### config.mk
export PLATFORM = sky130hd
export DESIGN_NAME = sched_assign_ctrl
export DESIGN_NICKNAME = d
export VERILOG_FILES = /design/src/rtl/sched_assign_ctrl.sv
export SDC_FILE = /design/constraint.sdc
export NUM_CORES = 1
export LEC_CHECK = 0
export ABC_AREA = 1
export CAP_MARGIN = 5
export CORE_ASPECT_RATIO = 1.1
export CORE_MARGIN = 5
export CORE_UTILIZATION = 40
export CTS_BUF_LIST = sky130_fd_sc_hd__clkbuf_16
export DETAILED_ROUTE_END_ITERATION = 10
export MAX_ROUTING_LAYER = met4
export SKIP_CTS_REPAIR_TIMING = 1
export SKIP_LAST_GASP = 1
export SLEW_MARGIN = 10
export SYNTH_ARGS = -nofsm -noshare
export SYNTH_HDL_FRONTEND = slang
export SYNTH_SLANG_ARGS = --single-unit
### constraint.sdc
create_clock -name clk -period 1.76 [get_ports clk]
set_input_delay 0.352 -clock clk [delete_from_list [all_inputs] [get_ports clk]]
set_output_delay 0.352 -clock clk [all_outputs]
set_load 0.02 [all_outputs]
### src/rtl/sched_assign_ctrl.sv
// Timed per-target commit of a|b into q[t]. Operands are sampled at accept (mode 0) or at expiry (mode 1).
// Latency: an accept at edge k commits q[t] at edge k+1+req_dly; done[t] is high for the cycle after the commit edge.
// Backpressure: req_ready = ~busy[req_tgt]; flush cancels every pending slot and drops any same-cycle accept.
module sched_assign_ctrl #(
  parameter  int N_TGT = 4,
  parameter  int DLY_W = 6,
  localparam int TGT_W = $clog2(N_TGT)
) (
  input  logic             clk,
  input  logic             rst_n,
  input  logic             a,
  input  logic             b,
  input  logic             req_valid,
  output logic             req_ready,
  input  logic [TGT_W-1:0] req_tgt,
  input  logic [DLY_W-1:0] req_dly,
  input  logic             req_mode,
  input  logic             flush,
  output logic [N_TGT-1:0] q,
  output logic [N_TGT-1:0] busy,
  output logic [N_TGT-1:0] done
);

  typedef enum logic {S_IDLE = 1'b0, S_WAIT = 1'b1} slot_state_t;

  slot_state_t      state_q [N_TGT];
  slot_state_t      state_d [N_TGT];
  logic [DLY_W-1:0] cnt_q   [N_TGT];
  logic [DLY_W-1:0] cnt_d   [N_TGT];
  logic [N_TGT-1:0] mode_q, mode_d;
  logic [N_TGT-1:0] hold_q, hold_d;
  logic [N_TGT-1:0] q_d, done_d;
  logic             ab;
  logic             accept;

  assign ab        = a | b;
  assign req_ready = ~busy[req_tgt];
  // Flush has priority over a request arriving in the same cycle.
  assign accept    = req_valid & req_ready & ~flush;

  // busy is a direct view of the registered slot state.
  always_comb begin
    busy = '0;
    for (int t = 0; t < N_TGT; t++) begin
      busy[t] = (state_q[t] == S_WAIT);
    end
  end

  // Per-slot next state: load on accept, count down, then commit once cnt reaches zero.
  always_comb begin
    for (int t = 0; t < N_TGT; t++) begin
      state_d[t] = state_q[t];
      cnt_d[t]   = cnt_q[t];
    end
    mode_d = mode_q;
    hold_d = hold_q;
    q_d    = q;
    done_d = '0;
    for (int t = 0; t < N_TGT; t++) begin
      case (state_q[t])
        S_IDLE: begin
          if (accept && (req_tgt == TGT_W'(t))) begin
            state_d[t] = S_WAIT;
            cnt_d[t]   = req_dly;
            mode_d[t]  = req_mode;
            // Only the sample-at-accept mode captures the operands now.
            hold_d[t]  = req_mode ? hold_q[t] : ab;
          end
        end
        S_WAIT: begin
          if (flush) begin
            state_d[t] = S_IDLE;
          end else if (cnt_q[t] != '0) begin
            cnt_d[t] = cnt_q[t] - DLY_W'(1);
          end else begin
            q_d[t]     = mode_q[t] ? ab : hold_q[t];
            done_d[t]  = 1'b1;
            state_d[t] = S_IDLE;
          end
        end
        default: state_d[t] = S_IDLE;
      endcase
    end
  end

  // State, counters and outputs; reset drops any pending request without committing.
  always_ff @(posedge clk or negedge rst_n) begin
    if (!rst_n) begin
      for (int t = 0; t < N_TGT; t++) begin
        state_q[t] <= S_IDLE;
        cnt_q[t]   <= '0;
      end
      mode_q <= '0;
      hold_q <= '0;
      q      <= '0;
      done   <= '0;
    end else begin
      for (int t = 0; t < N_TGT; t++) begin
        state_q[t] <= state_d[t];
        cnt_q[t]   <= cnt_d[t];
      end
      mode_q <= mode_d;
      hold_q <= hold_d;
      q      <= q_d;
      done   <= done_d;
    end
  end

endmodule

Yosys cells after proc, flatten, opt, wreduce, memory -nomap -nowiden
Index checks and enable logic that the tools add are counted.
{"block": "word_totals", "register_bits": 44, "input_bits": 15, "out_inout_bits": 13, "wordCells": 130}
{"block": "classes", "n_addsub": 4, "n_lt_le_gt_ge": 1, "n_eq_ne": 15, "mux": 50, "bitwise_logic": 14, "n_reduce_logical": 25}
{"cell": "$mux 6", "count": 12}
{"cell": "$pmux 6 s2", "count": 4}
{"cell": "$reduce_and 3->1", "count": 12}
{"cell": "$mux 1", "count": 29}
{"cell": "$reduce_bool 6->1", "count": 4}
{"cell": "$sub 6x1->6 const B", "count": 4}
{"cell": "$ne 2x2->1 const B", "count": 8}
{"cell": "$not 1->1", "count": 11}
{"cell": "$ne 2x1->1 const B", "count": 4}
{"cell": "$pmux 1 s2", "count": 4}
{"cell": "$reduce_and 2->1", "count": 4}
{"cell": "$eq 2x2->1 const B", "count": 2}
{"cell": "$logic_and 1x1->1", "count": 4}
{"cell": "$lt 2x3->1 const B", "count": 1}
{"cell": "$and 1x1->1", "count": 2}
{"cell": "$bmux 1 s2", "count": 1}
{"cell": "$eq 2x1->1 const B", "count": 1}
{"cell": "$logic_not 2->1", "count": 1}
{"cell": "$or 1x1->1", "count": 1}

Depth between registers and ports, before layout
Gate-level depths: netlist of the first run.
{"block": "depth", "depth_word": 8, "ltp_mapped": 10}

Worst setup path before layout of the first run
OpenSTA, ideal clock, no wires.
{"block": "synth_timing", "path_type": "register to register", "from": "register state_q (netlist bit busy[1])", "to": "register cnt_q[14] (netlist bit)", "t_arrival_ns": 1.461, "path_slack_ns": 0.234, "stages_incl_launch_ff": 9, "n_path_buf": 1, "path_cell_list": "dfrtp_1 > clkbuf_1 > nand3_1 > nand2_2 > nor2_8 > nand3_4 > nand2_4 > nand2_1 > nand2_1"}
{"block": "synth_between", "elab_chain_cells": 8, "elab_cells_between_ends": 12, "cone_classes": "3 x eq/ne; 3 x mux; 4 x bitwise; 2 x reduce/logical"}
{"item": "start: declaration", "line_no": "26", "source": "slot_state_t state_q [N_TGT];"}
{"item": "start signal: indexed assignment", "line_no": "99", "source": "state_q[t] <= state_d[t];"}
{"item": "$bmux 1 s2", "line_no": "37", "source": "assign req_ready = ~busy[req_tgt];"}
{"item": "$mux 1 (implied by the code)", "line_no": "37"}
{"item": "$not 1->1", "line_no": "37"}
{"item": "named net req_ready", "line_no": "14", "source": "output logic req_ready,"}
{"item": "$and 1x1->1 (2 in series)", "line_no": "39", "source": "assign accept = req_valid & req_ready & ~flush;"}
{"item": "$logic_and 1x1->1", "line_no": "62", "source": "if (accept && (req_tgt == TGT_W'(t))) begin"}
{"item": "$ne 2x2->1 (no source line)"}
{"item": "$reduce_and 3->1 (no source line)"}
{"item": "end signal: indexed assignment", "line_no": "100", "source": "cnt_q[t] <= cnt_d[t];"}
{"item": "end: declaration", "line_no": "28", "source": "logic [DLY_W-1:0] cnt_q [N_TGT];"}
The timed path passes the listed nets, and every way through them passes these cells. The select of a mux whose other input is x is not followed.
A chain may end at the register's enable or synchronous reset.

Final worst setup path of the first run
{"block": "layout_timing", "from": "register q[0]", "to": "output port q[0]"}
{"item": "start: declaration", "line_no": "19", "source": "output logic [N_TGT-1:0] q,"}
{"item": "start signal: assignment", "line_no": "104", "source": "q <= q_d;"}
No word-level cell between the ends.

==> impl_results.md, run 1 <==
- Status: finished, final reports clean
- Cell Area, Synth: 2660 um^2
- Ys flop type: dfrtp_1
- Pwr Total: 3.94 mW
- Wire length per cell: 13.3 um
- Crit-path max cell delay: 0.60 ns
- Footprint of the multi-input gates: 1380 um^2
- Cell count after placement: 481
- # rows: 31
- CTS tree: done
- Final min period: 1.58 ns
- Critical path required time: 1.41 ns
- Die Wd: 87.7 um
- Syn Nets: between 300 and 400
- Max Buffers Root-to-Sink: 2
- Top-area cell type share of the netlist area: 41.5%
- Core Util, Final: slightly above 50%
- Worst R2R Path Depth: 8
- Chip height: approximately 95 um
- Initial antenna violation count: 1
- Grt met3 use: 3.37%
- P_leak: between 1.5 and 2 nW
- Most numerous cell in the Yosys netlist: nand2_1
- CP max FO: 2
- Register bit count reported by yosys: 44
- Sequential fraction of the synthesis area: 41.5%
- Critical Path End Type: primary output
- Final #Nets: 430
- R2R Path End: cnt_q[21]$_DFFE_PN0P_
- Routability cong.: 0.791
- DP Worst Slack: -0.569 ns
- Setup slack, reg-to-reg: 0.31 ns
- Slew headroom: between 70% and 80%
- Pre-antenna DRT Iters: 4
- Worst-Margin Slew: around 0.41 ns
- CP arrival: 1.22 ns
- Final hold viol count: 0
- Total global routing overflow: 0
- Fillers: approximately 670
- Met1 usage: 22.9%
- Initial DRC Count: 188
- Num Clock Sinks: 44
- Synth async-reset ratio: 100%
- Yosys Warn Count: 0
- Port Buffers: 27
- First-pass GRT wire length: around 11 mm
- Power per standard cell area: 1190 nW/um^2
- Syn-to-layout area delta: 24.5%
- Avg Cell Area, Syn: 7.40 um^2
- Worst Setup SP: q[0]$_DFFE_PN0P_
- Worst-path cell chain: clkdlybuf4s50_1
- Design Area, Final: roughly 3300 um^2
- Reg area: 1100 um^2
- Setup_tns: 0 ns
- Post-DP HPWL: 4.88 mm
- Worst Path Buf+Inv: 1
- Setup Skew: slightly below 0.005 ns
- Stages on worst setup path: 1
- M2 GR Usage: 28.6%
- Most Crowded Layer GR: met2
- Vias per std cell: approximately 5
- Vias in the first global route: 2440
- Largest delay share family, worst path: buffers and inverters
- DIE AREA: 8370 um^2
- Area after DPL: 3150 um^2
- Hold WS: approximately 0.49 ns
- Fmax: 0.634 GHz
- Fin crit share: 89.6%
- Cells after Synth: roughly 360
- CTS Buf Count: 5
- Final antenna-violating net count: 0
- Share of post-route cells with drive strength above 1: 12.5%
- # IOs: 28
- Core Area: 6520 um^2
- CTS Root Cell: clkbuf_16
- CP max stage cell: clkdlybuf4s50_1
- Vias: 2461
- Min-Delay Path Class: flip-flop to flip-flop
- Cell taking the most area after synthesis: dfrtp_1
- Initial core utilization: 40.7%
- Peak supply drop: a little over 0.5 mV
- Area contributors post-synth: dfrtp_1 41%, nand2_1 17%, nand3_1 8.7%, o21ai_0 4.5%, inv_1 4.4%
- Worst-skew pair later-pin latency: 0.28 ns
- Post-synth cell types: 23
- Pin count of the biggest net entering global routing: 32
- Reg2reg start: busy[3]$_DFF_PN0_
- GRT Util Overall: 17.8%
- Worst Setup EP: q[0]
- Number of synthesized flops with an enable pin: 0
- Crit start category: flip-flop
- RSZ-0062 raised after global routing: false
- Fin cells: 490
- Final WL: 6.54 mm
- Pins Over Slew Limit: 0
- Clock transition at the registers of the reported paths: 0.06 ns
- Fin worst setup slack: 0.183 ns
- Maxcap violations: 0
- H-tree depth: 2
- DRC Markers: 0
- Synth top cells by count: 117 x nand2_1, 46 x nand3_1, 44 x dfrtp_1, 31 x inv_1, 24 x o21ai_0
- Crit path kind: flip-flop to primary output
- Final setup viols: 0
-- per-layer routing --
metal / part of all wire, % / vias to the layer above
met5: 0 / -
met4: 1.9 / 0
met3: 5.1 / 6
met2: 46 / 50
met1: 47 / 1132
li1: - / 1273
-- worst min-delay path by stage --
stage | from | endpoint | slack, ns | cells after the start
2_1_floorplan | rst_n | busy[0]$_DFF_PN0_ | 0.06 | 0
3_3_place_gp | rst_n | done[0]$_DFF_PN0_ | 0.28 | 1
3_5_place_dp | rst_n | q[0]$_DFFE_PN0P_ | 0.28 | 1
4_1_cts | rst_n | cnt_q[10]$_DFFE_PN0P_ | -0.02 | 1
5_1_grt | hold_q[2]$_DFFE_PN0P_ | hold_q[2]$_DFFE_PN0P_ | 0.51 | 2
6_report | hold_q[2]$_DFFE_PN0P_ | hold_q[2]$_DFFE_PN0P_ | 0.49 | 2
-- flip-flops by register name (all words and copies together) (netlist names) --
register  count
hold_q        4
cnt_q        24
q             4
mode_q        4
done          4
busy          4
-- layout by cell type (no fill, tap or decap) --
cell | synthesis | routed
nor3_1 | 4 | 4
nand3b_1 | 2 | 2
nor2_1 | 22 | 22
dlymetal6s2s_1 | 0 | 6
inv_1 | 31 | 32
nor2_2 | 2 | 2
inv_2 | 8 | 8
clkdlybuf4s50_1 | 0 | 19
o21ai_0 | 24 | 24
nand4_1 | 16 | 16
ha_1 | 8 | 8
clkbuf_2 | 0 | 1
nand3_4 | 4 | 4
or2_1 | 1 | 1
nor2_8 | 1 | 1
nand2_4 | 4 | 4
clkinv_2 | 0 | 1
diode_2 | 0 | 1
nand2_2 | 1 | 1
o21ai_1 | 7 | 7
dfrtp_1 | 44 | 44
clkbuf_16 | 0 | 5
nand2_1 | 117 | 117
buf_2 | 3 | 1
a21oi_1 | 7 | 7
dlygate4sd3_1 | 0 | 1
buf_12 | 0 | 1
nand3_2 | 4 | 4
nand3_1 | 46 | 46
buf_4 | 1 | 18
-- where the power goes --
group | internal [mW] | leakage, nW | total [mW] | switching (mW)
logic | 0.605 | 1.10 | 1.48 | 0.873
registers | 1.33 | 0.555 | 1.59 | 0.265
clock network | 0.510 | 0.0709 | 0.870 | 0.361
total | 2.44 | 1.73 | 3.94 | 1.50
-- layout make-up --
type | instances | share of cell area (%)
inverter | 39 | 4.43
multi-input combinational | 270 | 41.7
sequential | 44 | 33.3
timing repair buffer | 47 | 13.3
tap | 82 | 3.10
clock inverter | 2 | 0.265
clock buffer | 5 | 3.79
antenna | 1 | 0.0757
-- logic make-up after synthesis --
| family | count (synthesis) | share of synthesized area, % |
|---|---|---|
| AO/OA/AOI/OAI | 38 | 7.16 |
| adder cells (fa/ha/maj) | 8 | 3.77 |
| buffers and inverters | 45 | 6.64 |
| flip-flops | 44 | 41.5 |
| AND/OR/NAND/NOR | 224 | 41.0 |
Power figures use the tool's default switching activity.
==> inputs of run 2 (changes only) <==
- ABC_CLOCK_PERIOD_IN_PS: not set -> 1760
==> results of run 2 <==
No change in the layout: final DEF, timing and power equal those of run 1.
==> inputs of run 3 (changes only) <==
- CAP_MARGIN: 5 -> not set
==> results of run 3 <==
No change in the layout: final DEF, timing and power equal those of run 1.
